### config.mk
export PLATFORM = sky130hd
export DESIGN_NAME = shared_port_arbiter_rr
export DESIGN_NICKNAME = d
export VERILOG_FILES = /design/src/rtl/shared_port_arbiter_rr.sv
export SDC_FILE = /design/constraint.sdc
export NUM_CORES = 1
export LEC_CHECK = 0
export CAP_MARGIN = 20
export CELL_PAD_IN_SITES_DETAIL_PLACEMENT = 0
export CELL_PAD_IN_SITES_GLOBAL_PLACEMENT = 1
export CORE_AREA = 4 4 471 473
export CTS_CLUSTER_DIAMETER = 60
export DETAILED_ROUTE_END_ITERATION = 12
export DIE_AREA = 0 0 475 477
export MAX_ROUTING_LAYER = met4
export PLACE_DENSITY_LB_ADDON = 0.1
export SETUP_SLACK_MARGIN = 0.1
export SLEW_MARGIN = 40
export SYNTH_ARGS = -nofsm -noshare
export SYNTH_HDL_FRONTEND = slang
export SYNTH_SLANG_ARGS = --single-unit
### constraint.sdc
create_clock -name clk -period 4.81 [get_ports clk]
set_input_delay 0.962 -clock clk [delete_from_list [all_inputs] [get_ports clk]]
set_output_delay 0.962 -clock clk [all_outputs]
set_load 0.05 [all_outputs]
### src/rtl/shared_port_arbiter_rr.sv
// Shared cache-port arbiter: lets NCORES requesters share one val/rdy cache request port.
//
// A round-robin grant picks a requester. A hold lock keeps a stalled request on the port
// until the cache accepts it. A core-ID field is appended to the tag, so each response can
// be routed back to the core that issued it. Per-core outstanding counters drive
// core_quiescent, which lets the integration level drain a core before resetting it.
//
// Optional build macro: ARB_OUTSTANDING_LIMIT_EN
//   defined   - a core is blocked once it has MAX_OUTST requests in flight
//   undefined - a core is blocked only when its counter is full (2^CNT_W-1)
//
// Ports:
//   clk, reset        clock and synchronous active-high global reset
//   core_reset        per-core reset; masks that core's requests and responses
//   core_req_*        packed per-core request channels (core i at [i*W +: W])
//   core_req_rdy      per-core ready; at most one bit set, on the granted core
//   core_resp_*       one-hot response valid; data and stripped tag broadcast to all cores
//   core_quiescent    per-core "no requests in flight"
//   cache_req_*       request to the cache; the tag is {grant_id, core tag}
//   cache_resp_*      response from the cache; the tag is {id, core tag} as issued
module shared_port_arbiter_rr #(
  parameter int unsigned NCORES    = 4,
  parameter int unsigned ADDR_W    = 14,
  parameter int unsigned DATA_W    = 128,
  parameter int unsigned OP_W      = 4,
  parameter int unsigned TAG_W     = 15,
  parameter int unsigned CNT_W     = 4,
  parameter int unsigned MAX_OUTST = 8,
  localparam int unsigned ID_W     = (NCORES > 1) ? $clog2(NCORES) : 1,
  localparam int unsigned MASK_W   = DATA_W / 8
) (
  input  logic                       clk,
  input  logic                       reset,
  input  logic [NCORES-1:0]          core_reset,
  input  logic [NCORES-1:0]          core_req_val,
  output logic [NCORES-1:0]          core_req_rdy,
  input  logic [NCORES*OP_W-1:0]     core_req_op,
  input  logic [NCORES*ADDR_W-1:0]   core_req_addr,
  input  logic [NCORES*DATA_W-1:0]   core_req_data,
  input  logic [NCORES*MASK_W-1:0]   core_req_wmask,
  input  logic [NCORES*TAG_W-1:0]    core_req_tag,
  output logic [NCORES-1:0]          core_resp_val,
  output logic [DATA_W-1:0]          core_resp_data,
  output logic [TAG_W-1:0]           core_resp_tag,
  output logic [NCORES-1:0]          core_quiescent,
  output logic                       cache_req_val,
  input  logic                       cache_req_rdy,
  output logic [OP_W-1:0]            cache_req_op,
  output logic [ADDR_W-1:0]          cache_req_addr,
  output logic [DATA_W-1:0]          cache_req_data,
  output logic [MASK_W-1:0]          cache_req_wmask,
  output logic [TAG_W+ID_W-1:0]      cache_req_tag,
  input  logic                       cache_resp_val,
  input  logic [DATA_W-1:0]          cache_resp_data,
  input  logic [TAG_W+ID_W-1:0]      cache_resp_tag
);

  // Parameter sanity checks at elaboration time.
  if (NCORES < 1 || NCORES > 16) begin : g_bad_ncores
    $error("NCORES must be in 1..16");
  end
  if (MAX_OUTST < 1 || MAX_OUTST > (1 << CNT_W) - 1) begin : g_bad_max_outst
    $error("MAX_OUTST must be in 1..2^CNT_W-1");
  end

  localparam logic [CNT_W-1:0] CntFull = {CNT_W{1'b1}};
`ifdef ARB_OUTSTANDING_LIMIT_EN
  localparam logic [CNT_W-1:0] CntLimit = CNT_W'(MAX_OUTST);
`else
  localparam logic [CNT_W-1:0] CntLimit = CntFull;
`endif

  typedef enum logic {StFree, StLocked} lock_state_e;

  lock_state_e       lock_state_q, lock_state_d;
  logic [ID_W-1:0]   lock_id_q, lock_id_d;
  logic [ID_W-1:0]   rr_ptr_q, rr_ptr_d;
  logic [CNT_W-1:0]  cnt_q [NCORES];
  logic [CNT_W-1:0]  cnt_d [NCORES];

  logic [NCORES-1:0] cnt_block;
  logic [NCORES-1:0] elig;
  logic [ID_W-1:0]   grant;
  logic [ID_W-1:0]   cand;
  logic              grant_found;
  logic              handshake;
  logic [ID_W-1:0]   resp_id;
  logic              cnt_inc;
  logic              cnt_dec;

  // Eligibility; global reset also masks everything so nothing leaves while reset is high.
  always_comb begin
    cnt_block = '0;
    elig      = '0;
    for (int unsigned i = 0; i < NCORES; i++) begin
      cnt_block[i] = (cnt_q[i] >= CntLimit);
      elig[i]      = core_req_val[i] & ~core_reset[i] & ~cnt_block[i] & ~reset;
    end
  end

  // Grant: a still-eligible locked core wins; otherwise search upward from rr_ptr.
  always_comb begin
    grant       = '0;
    grant_found = 1'b0;
    cand        = '0;
    if (lock_state_q == StLocked && elig[lock_id_q]) begin
      grant       = lock_id_q;
      grant_found = 1'b1;
    end
    for (int unsigned k = 0; k < NCORES; k++) begin
      cand = ID_W'((32'(rr_ptr_q) + k) % NCORES);
      if (!grant_found && elig[cand]) begin
        grant       = cand;
        grant_found = 1'b1;
      end
    end
  end

  assign cache_req_val   = |elig;
  assign handshake       = cache_req_val & cache_req_rdy;
  assign cache_req_op    = core_req_op[int'(grant) * OP_W +: OP_W];
  assign cache_req_addr  = core_req_addr[int'(grant) * ADDR_W +: ADDR_W];
  assign cache_req_data  = core_req_data[int'(grant) * DATA_W +: DATA_W];
  assign cache_req_wmask = core_req_wmask[int'(grant) * MASK_W +: MASK_W];
  assign cache_req_tag   = {grant, core_req_tag[int'(grant) * TAG_W +: TAG_W]};

  always_comb begin
    core_req_rdy = '0;
    for (int unsigned i = 0; i < NCORES; i++) begin
      core_req_rdy[i] = cache_req_rdy & elig[i] & (grant == ID_W'(i));
    end
  end

  // Response routing. IDs at or above NCORES match no channel and are dropped.
  assign resp_id        = cache_resp_tag[TAG_W +: ID_W];
  assign core_resp_data = cache_resp_data;
  assign core_resp_tag  = cache_resp_tag[TAG_W-1:0];

  always_comb begin
    core_resp_val = '0;
    for (int unsigned i = 0; i < NCORES; i++) begin
      core_resp_val[i] = cache_resp_val & ~reset & ~core_reset[i] & (resp_id == ID_W'(i));
    end
  end

  // Arbitration state: a refused request locks the port to its core until it is accepted
  // or withdrawn.
  always_comb begin
    lock_state_d = lock_state_q;
    lock_id_d    = lock_id_q;
    rr_ptr_d     = rr_ptr_q;
    if (handshake) begin
      rr_ptr_d     = ID_W'((32'(grant) + 1) % NCORES);
      lock_state_d = StFree;
    end else if (cache_req_val) begin
      lock_state_d = StLocked;
      lock_id_d    = grant;
    end else begin
      lock_state_d = StFree;
    end
  end

  // Outstanding counters. A response still decrements while its core is in core_reset,
  // because the request really did complete at the cache.
  always_comb begin
    cnt_inc = 1'b0;
    cnt_dec = 1'b0;
    for (int unsigned i = 0; i < NCORES; i++) begin
      cnt_inc  = handshake & (grant == ID_W'(i));
      cnt_dec  = cache_resp_val & (resp_id == ID_W'(i));
      cnt_d[i] = cnt_q[i];
      if (cnt_inc && !cnt_dec) begin
        cnt_d[i] = cnt_q[i] + CNT_W'(1);
      end else if (cnt_dec && !cnt_inc && cnt_q[i] != '0) begin
        cnt_d[i] = cnt_q[i] - CNT_W'(1);
      end
    end
  end

  always_comb begin
    core_quiescent = '0;
    for (int unsigned i = 0; i < NCORES; i++) begin
      core_quiescent[i] = (cnt_q[i] == '0);
    end
  end

  always_ff @(posedge clk) begin
    if (reset) begin
      lock_state_q <= StFree;
      lock_id_q    <= '0;
      rr_ptr_q     <= '0;
      for (int unsigned i = 0; i < NCORES; i++) begin
        cnt_q[i] <= '0;
      end
    end else begin
      lock_state_q <= lock_state_d;
      lock_id_q    <= lock_id_d;
      rr_ptr_q     <= rr_ptr_d;
      for (int unsigned i = 0; i < NCORES; i++) begin
        cnt_q[i] <= cnt_d[i];
      end
    end
  end

endmodule

Word level (Yosys, flattened, before mapping)
Memories as Yosys holds them, arrays and structs flattened.
Cells that the tools add are included.
{"block": "totals", "ff_bits": 5, "mem_bits_rw": 16, "input_bits": 865, "output_inout_bits": 335, "memories": 1}
{"block": "op_classes", "add_sub_neg": 12, "multipliers": 2, "magnitude_cmp": 9, "eq_ne": 6, "n_shift": 5, "muxes": 35, "n_bitwise": 52, "n_reduce_logical": 42}
{"name": "cnt_q", "depth": 4, "width": 4, "rd": 4, "rd_clocked_by_memory_dff": 0, "wr": 4, "line": "78", "text": "logic [CNT_W-1:0] cnt_q [NCORES];"}
{"operator": "$shiftx 512x10->128", "n": 1}
{"operator": "$shiftx 64x7->16", "n": 1}
{"operator": "$shiftx 60x7->15", "n": 1}
{"operator": "$shiftx 56x7->14", "n": 1}
{"operator": "$mux 4", "n": 12}
{"operator": "$and 1x1->1", "n": 38}
{"operator": "$logic_and 1x1->1", "n": 17}
{"operator": "$add 4x1->4 const B", "n": 4}
{"operator": "$ge 4x4->1 const B", "n": 4}
{"operator": "$logic_not 4->1", "n": 4}
{"operator": "$reduce_bool 4->1", "n": 4}
{"operator": "$shiftx 16x5->4", "n": 1}
{"operator": "$sub 4x1->4 const B", "n": 4}
{"operator": "$lt 2x3->1 const B", "n": 5}
{"operator": "$mux 1", "n": 13}
{"operator": "$logic_not 1->1", "n": 12}
{"operator": "$bmux 1 s2", "n": 5}
{"operator": "$mux 2", "n": 5}
{"operator": "$not 1->1", "n": 10}
{"operator": "$eq 2x2->1 const B", "n": 4}
{"operator": "$mul 2x4->6 const B", "n": 1}
{"operator": "$mul 2x3->5 const B", "n": 1}
{"operator": "$add 2x1->2 const B", "n": 2}
{"operator": "$add 2x2->2 const B", "n": 2}
{"operator": "6 further kinds", "n": 11}

Depth between registers and ports, before layout
An unclocked memory read counts as a cell.
{"block": "depth", "ltp_word": 29, "depth_mapped": 15}

Least setup slack after synthesis
OpenSTA, ideal clock, no wires.
{"block": "synth_timing", "kind": "input port to output port", "from": "input reset", "to": "output cache_req_addr[10]", "arrival_ps": 4081, "slack_ps": -233, "stages": 9, "n_path_buf": 2, "path_cell_list": "nor3b_1 and2_1 o221a_2 a41oi_4 inv_2 clkbuf_1 clkbuf_1 nand2_1 a31oi_1"}
{"block": "synth_between", "elab_chain_cells": 20, "word_cells_on_any_way": 35, "cone_classes": "mul: 1; shift: 1; mux: 19; bitwise: 5; reduce/logical: 9"}
{"element": "from (decl)", "line": "33", "text": "input logic reset,"}
{"element": "$not 1->1 (*)", "line": "97", "text": "elig[i] = core_req_val[i] & ~core_reset[i] & ~cnt_block[i] & ~reset;"}
{"element": "$and 1x1->1", "line": "97"}
{"element": "$bmux 1 s2", "line": "106", "text": "if (lock_state_q == StLocked && elig[lock_id_q]) begin"}
{"element": "$mux 1 (implied by the code)", "line": "106"}
{"element": "$logic_and 1x1->1", "line": "106"}
{"element": "$mux 1", "line": "106"}
{"element": "$logic_not 1->1", "line": "112", "text": "if (!grant_found && elig[cand]) begin"}
{"element": "$logic_and 1x1->1", "line": "112"}
{"element": "[... 5 more ...]"}
{"element": "$logic_and 1x1->1", "line": "112"}
{"element": "$mux 1", "line": "112"}
{"element": "$logic_not 1->1", "line": "112"}
{"element": "$logic_and 1x1->1", "line": "112"}
{"element": "$mux 2 (*)", "line": "112"}
{"element": "net cache_req_tag[15]", "line": "52", "text": "output logic [TAG_W+ID_W-1:0] cache_req_tag,"}
{"element": "$mul 2x3->5 (*)", "line": "122", "text": "assign cache_req_addr = core_req_addr[int'(grant) * ADDR_W +: ADDR_W];"}
{"element": "$shiftx 56x7->14 (*)", "line": "122"}
{"element": "to (decl)", "line": "49", "text": "output logic [ADDR_W-1:0] cache_req_addr,"}
The timed path passes the listed nets; every way through them passes the cells marked *. The select of a mux whose other input is x is not followed.

Worst setup path after layout
{"block": "layout_timing", "from": "input core_reset[2]", "to": "output cache_req_data[79]"}
{"block": "layout_between", "elab_chain_cells": 21, "word_cells_on_any_way": 33, "cone_classes": "shift: 1; mux: 19; bitwise: 4; reduce/logical: 9"}
{"element": "from (decl)", "line": "34", "text": "input logic [NCORES-1:0] core_reset,"}
{"element": "$not 1->1 (*)", "line": "97"}
{"element": "$and 1x1->1 (*) (3 in series)", "line": "97"}
{"element": "$bmux 1 s2", "line": "106"}
{"element": "$mux 1 (implied by the code)", "line": "106"}
{"element": "$logic_and 1x1->1", "line": "106"}
{"element": "$mux 1", "line": "106"}
{"element": "$logic_not 1->1", "line": "112"}
{"element": "$logic_and 1x1->1", "line": "112"}
{"element": "[... 3 more ...]"}
{"element": "$mux 1", "line": "112"}
{"element": "$logic_not 1->1", "line": "112"}
{"element": "$logic_and 1x1->1", "line": "112"}
{"element": "$mux 1", "line": "112"}
{"element": "$logic_not 1->1", "line": "112"}
{"element": "$logic_and 1x1->1", "line": "112"}
{"element": "$mux 2 (*)", "line": "112"}
{"element": "$shiftx 512x10->128 (*)", "line": "123", "text": "assign cache_req_data = core_req_data[int'(grant) * DATA_W +: DATA_W];"}
{"element": "to (decl)", "line": "50", "text": "output logic [DATA_W-1:0] cache_req_data,"}
Every way passes the cells marked *; elsewhere a longest branch is shown, timed or not. The select of a mux whose other input is x is not followed.

==> run metrics <==
outcome finished clean; Slew headroom 0.515; hold_buf cts 0; initial antenna violation count 78; worst hold start cnt_q[3][3]; Netlist cell types 54; Peak VDD IR between 0.1 and 0.15 mV; Final setup viols 0; Total Nets Final about 3300; static leakage 9.96 nW; P&R area growth vs syn 218%; Slew @ Worst Pin ~0.72 ns; die footprint about 230000 µm²; TritonCTS Sinks 21; Async S/R FF share, synth 0; Clock Skew approximately 0.0036 ns; row cnt approximately 170; Die Y about 480 µm; WL/cell 22.4 µm; design area around 26000 µm²; Cells after Synth ~1500; crit start category input pin; Yosys reg bits 21; register area share after synthesis 0.0517; WP data arrival 3.67 ns; Antenna Violating Nets Remaining 0; fill count around 25000; vias in the first global route approximately 16000; IO Pins 1200; Hold Slack between 0.5 and 0.6 ns; share of layout cells above drive strength 1 0.270; largest net degree at the start of global routing 43; most frequent cells in the layout nand2_1, clkdlybuf4s50_1, buf_12; R2R Path Start cnt_q[0][0]; starting density of the core 0.0375; Pins Over Slew Limit 0; routed via count 14300; DR vias/cell 2.67; ys flop type dfxtp_1; fin crit period 4.63 ns; RSZ-0062 raised after global routing yes; DP Area 24300 µm²; Required @ worst endpoint a little under 4 ns; Detailed Place HPWL ~100 mm; Tot Pwr about 0.0052 W; critical path's slowest cell or3b_4; Post-synth EDFFs 0; commonest non-fill, non-tap cell in the layout nand2_1; Worst setup EP type primary output; GRT overflow 0; Max Fclk ~220 MHz; synthesized area 8130 µm²; PortBufs around 910; syn_area_per_cell between 5 and 6 µm²; Die X ~480 µm; syn_nets ~2400; endpoints failing hold 0; critical path startpoint core_reset[2]; CTS buffer count 3; CTS tree yes; critical-path cell list buf_6 > or3b_4 > or3_1 > a21o_1 > a41oi_4 > buf_12 > buf_16 > buf_16 > buf_16 > buf_12 > buf_6 > nand2_1 > and3_1 > a31oi_2 > buf_12; drt initial violations ~430; root cell of the clock tree clkbuf_16; Hold Crit Class reg -> reg; CTS clock-pin slew for the worst setup and hold paths 0.07 ns; CP Class in -> out; clk buf depth 2; DRT Pass-1 Iters 6; critical path's top delay family buffers and inverters; Core ar. ~220000 µm²; total negative slack 0 ns; Skew-Pair Late Insertion Delay about 0.27 ns; DRC viols 0; # H-tree levels 1; pwr/cell area between 200 and 250 nW/µm²; number of max-cap violations 0; total track usage 0.103; Tcrit/Tclk final 0.963; gpl congestion approximately 0.75; crit-path max FO 6; Ys Warns 0; Routed WL about 120 mm; Worst path max stage delay between 0.4 and 0.5 ns; Non-Filler Instances 5375; dpl cells about 5200; Buf+Inv Stages, Crit Path 8; first-pass GRT wire length roughly 150 mm
## layer usage
layer / vias to the layer above / routed length [µm] / GRT usage
met5: - / 0 / -
met4: 0 / 1110 / 0.00785
met3: 75 / 13400 / 0.0475
met2: 756 / 58200 / 0.177
met1: 6483 / 47400 / 0.113
li1: 7016 / - / -
## synth_stat cells, types with 4 or more instances
cell type / number / area share
a21oi_1: 7 / 0.0043
nor3_1: 11 / 0.0068
nor4_1: 4 / 0.0031
nor3b_1: 4 / 0.0037
and2_1: 4 / 0.0031
a31oi_1: 179 / 0.14
fa_1: 4 / 0.0099
nand3_1: 5 / 0.0031
and3_1: 179 / 0.14
buf_4: 143 / 0.13
inv_1: 5 / 0.0023
a211oi_1: 5 / 0.0046
xor2_1: 6 / 0.0065
nand2_1: 723 / 0.33
o21ai_0: 4 / 0.0025
buf_2: 13 / 0.0080
ha_1: 8 / 0.012
clkbuf_1: 108 / 0.050
nor2_1: 23 / 0.011
mux2i_1: 10 / 0.012
dfxtp_1: 21 / 0.052
a21o_1: 6 / 0.0055
## report_power, final
part	switching, W	internal (W)	total, W
clock	0.0000884	0.000113	0.000201
combinational	0.00246	0.00234	0.00481
sequential	0.0000196	0.000186	0.000205
## through the flow
stage | setup WS [ns] | utilization
floorplan | -0.0314 | -
global placement | -1.23 | 0.112
detailed placement | -0.940 | 0.112
CTS | 0.0933 | 0.117
global route | 0.0787 | 0.119
finish | 0.178 | 0.119
## final cells by class
class	count	area, µm²	area share
timing repair buffer	1189	14100	0.546
multi-input combinational	1232	7430	0.288
tap	2854	3570	0.138
sequential	21	420	0.0163
antenna	68	170	0.00659
clock buffer	3	75.1	0.00291
inverter	7	58.8	0.00228
clock inverter	1	5.00	0.000194
## final timing paths
path / endpoint / slack [ns] / cells past startpoint
worst max-delay path: cache_req_data[79] / 0.18 / 15
worst max register to register: cnt_q[1][3] / 0.81 / 16
worst min register to register: cnt_q[3][3] / 0.54 / 2
worst min-delay path: cnt_q[3][3] / 0.54 / 2
## worst register-to-register path: cells and delay by family (launching register included)
family	cells	cell delay, ns
AND/OR/NAND/NOR	4	1.33
flip-flops	1	0.46
buffers and inverters	5	0.66
adder cells (fa/ha/maj)	1	0.28
AO/OA/AOI/OAI	4	0.58
multiplexers	2	0.56
## timing repair
| item | in CTS | in global routing |
|---|---|---|
| resized for setup | 102 | 20 |
| pin swaps | 19 | 5 |
| setup endpoints to repair | 188 | 68 |
| endpoints found under the hold margin | 0 | 0 |
| buffers inserted | 42 | 10 |
| gates cloned | 6 | 3 |
## cells by family (layout without fill, tap and decap cells)
group / Yosys count / count (layout) / share of synthesized area
AO/OA/AOI/OAI: 222 / 222 / 0.183
XOR/XNOR: 9 / 9 / 0.00970
adder cells (fa/ha/maj): 12 / 12 / 0.0222
buffers and inverters: 274 / 1200 / 0.195
flip-flops: 21 / 21 / 0.0517
multiplexers: 12 / 12 / 0.0151
other: 0 / 68 / 0
AND/OR/NAND/NOR: 977 / 977 / 0.524
## state kept, by name, summed over array words and instances, names as in the netlist
| register | cells |
|---|---|
| lock_id_q | 2 |
| cnt_q | 16 |
| lock_state_q | 1 |
| rr_ptr_q | 2 |
(Power assumes the default switching activity.)
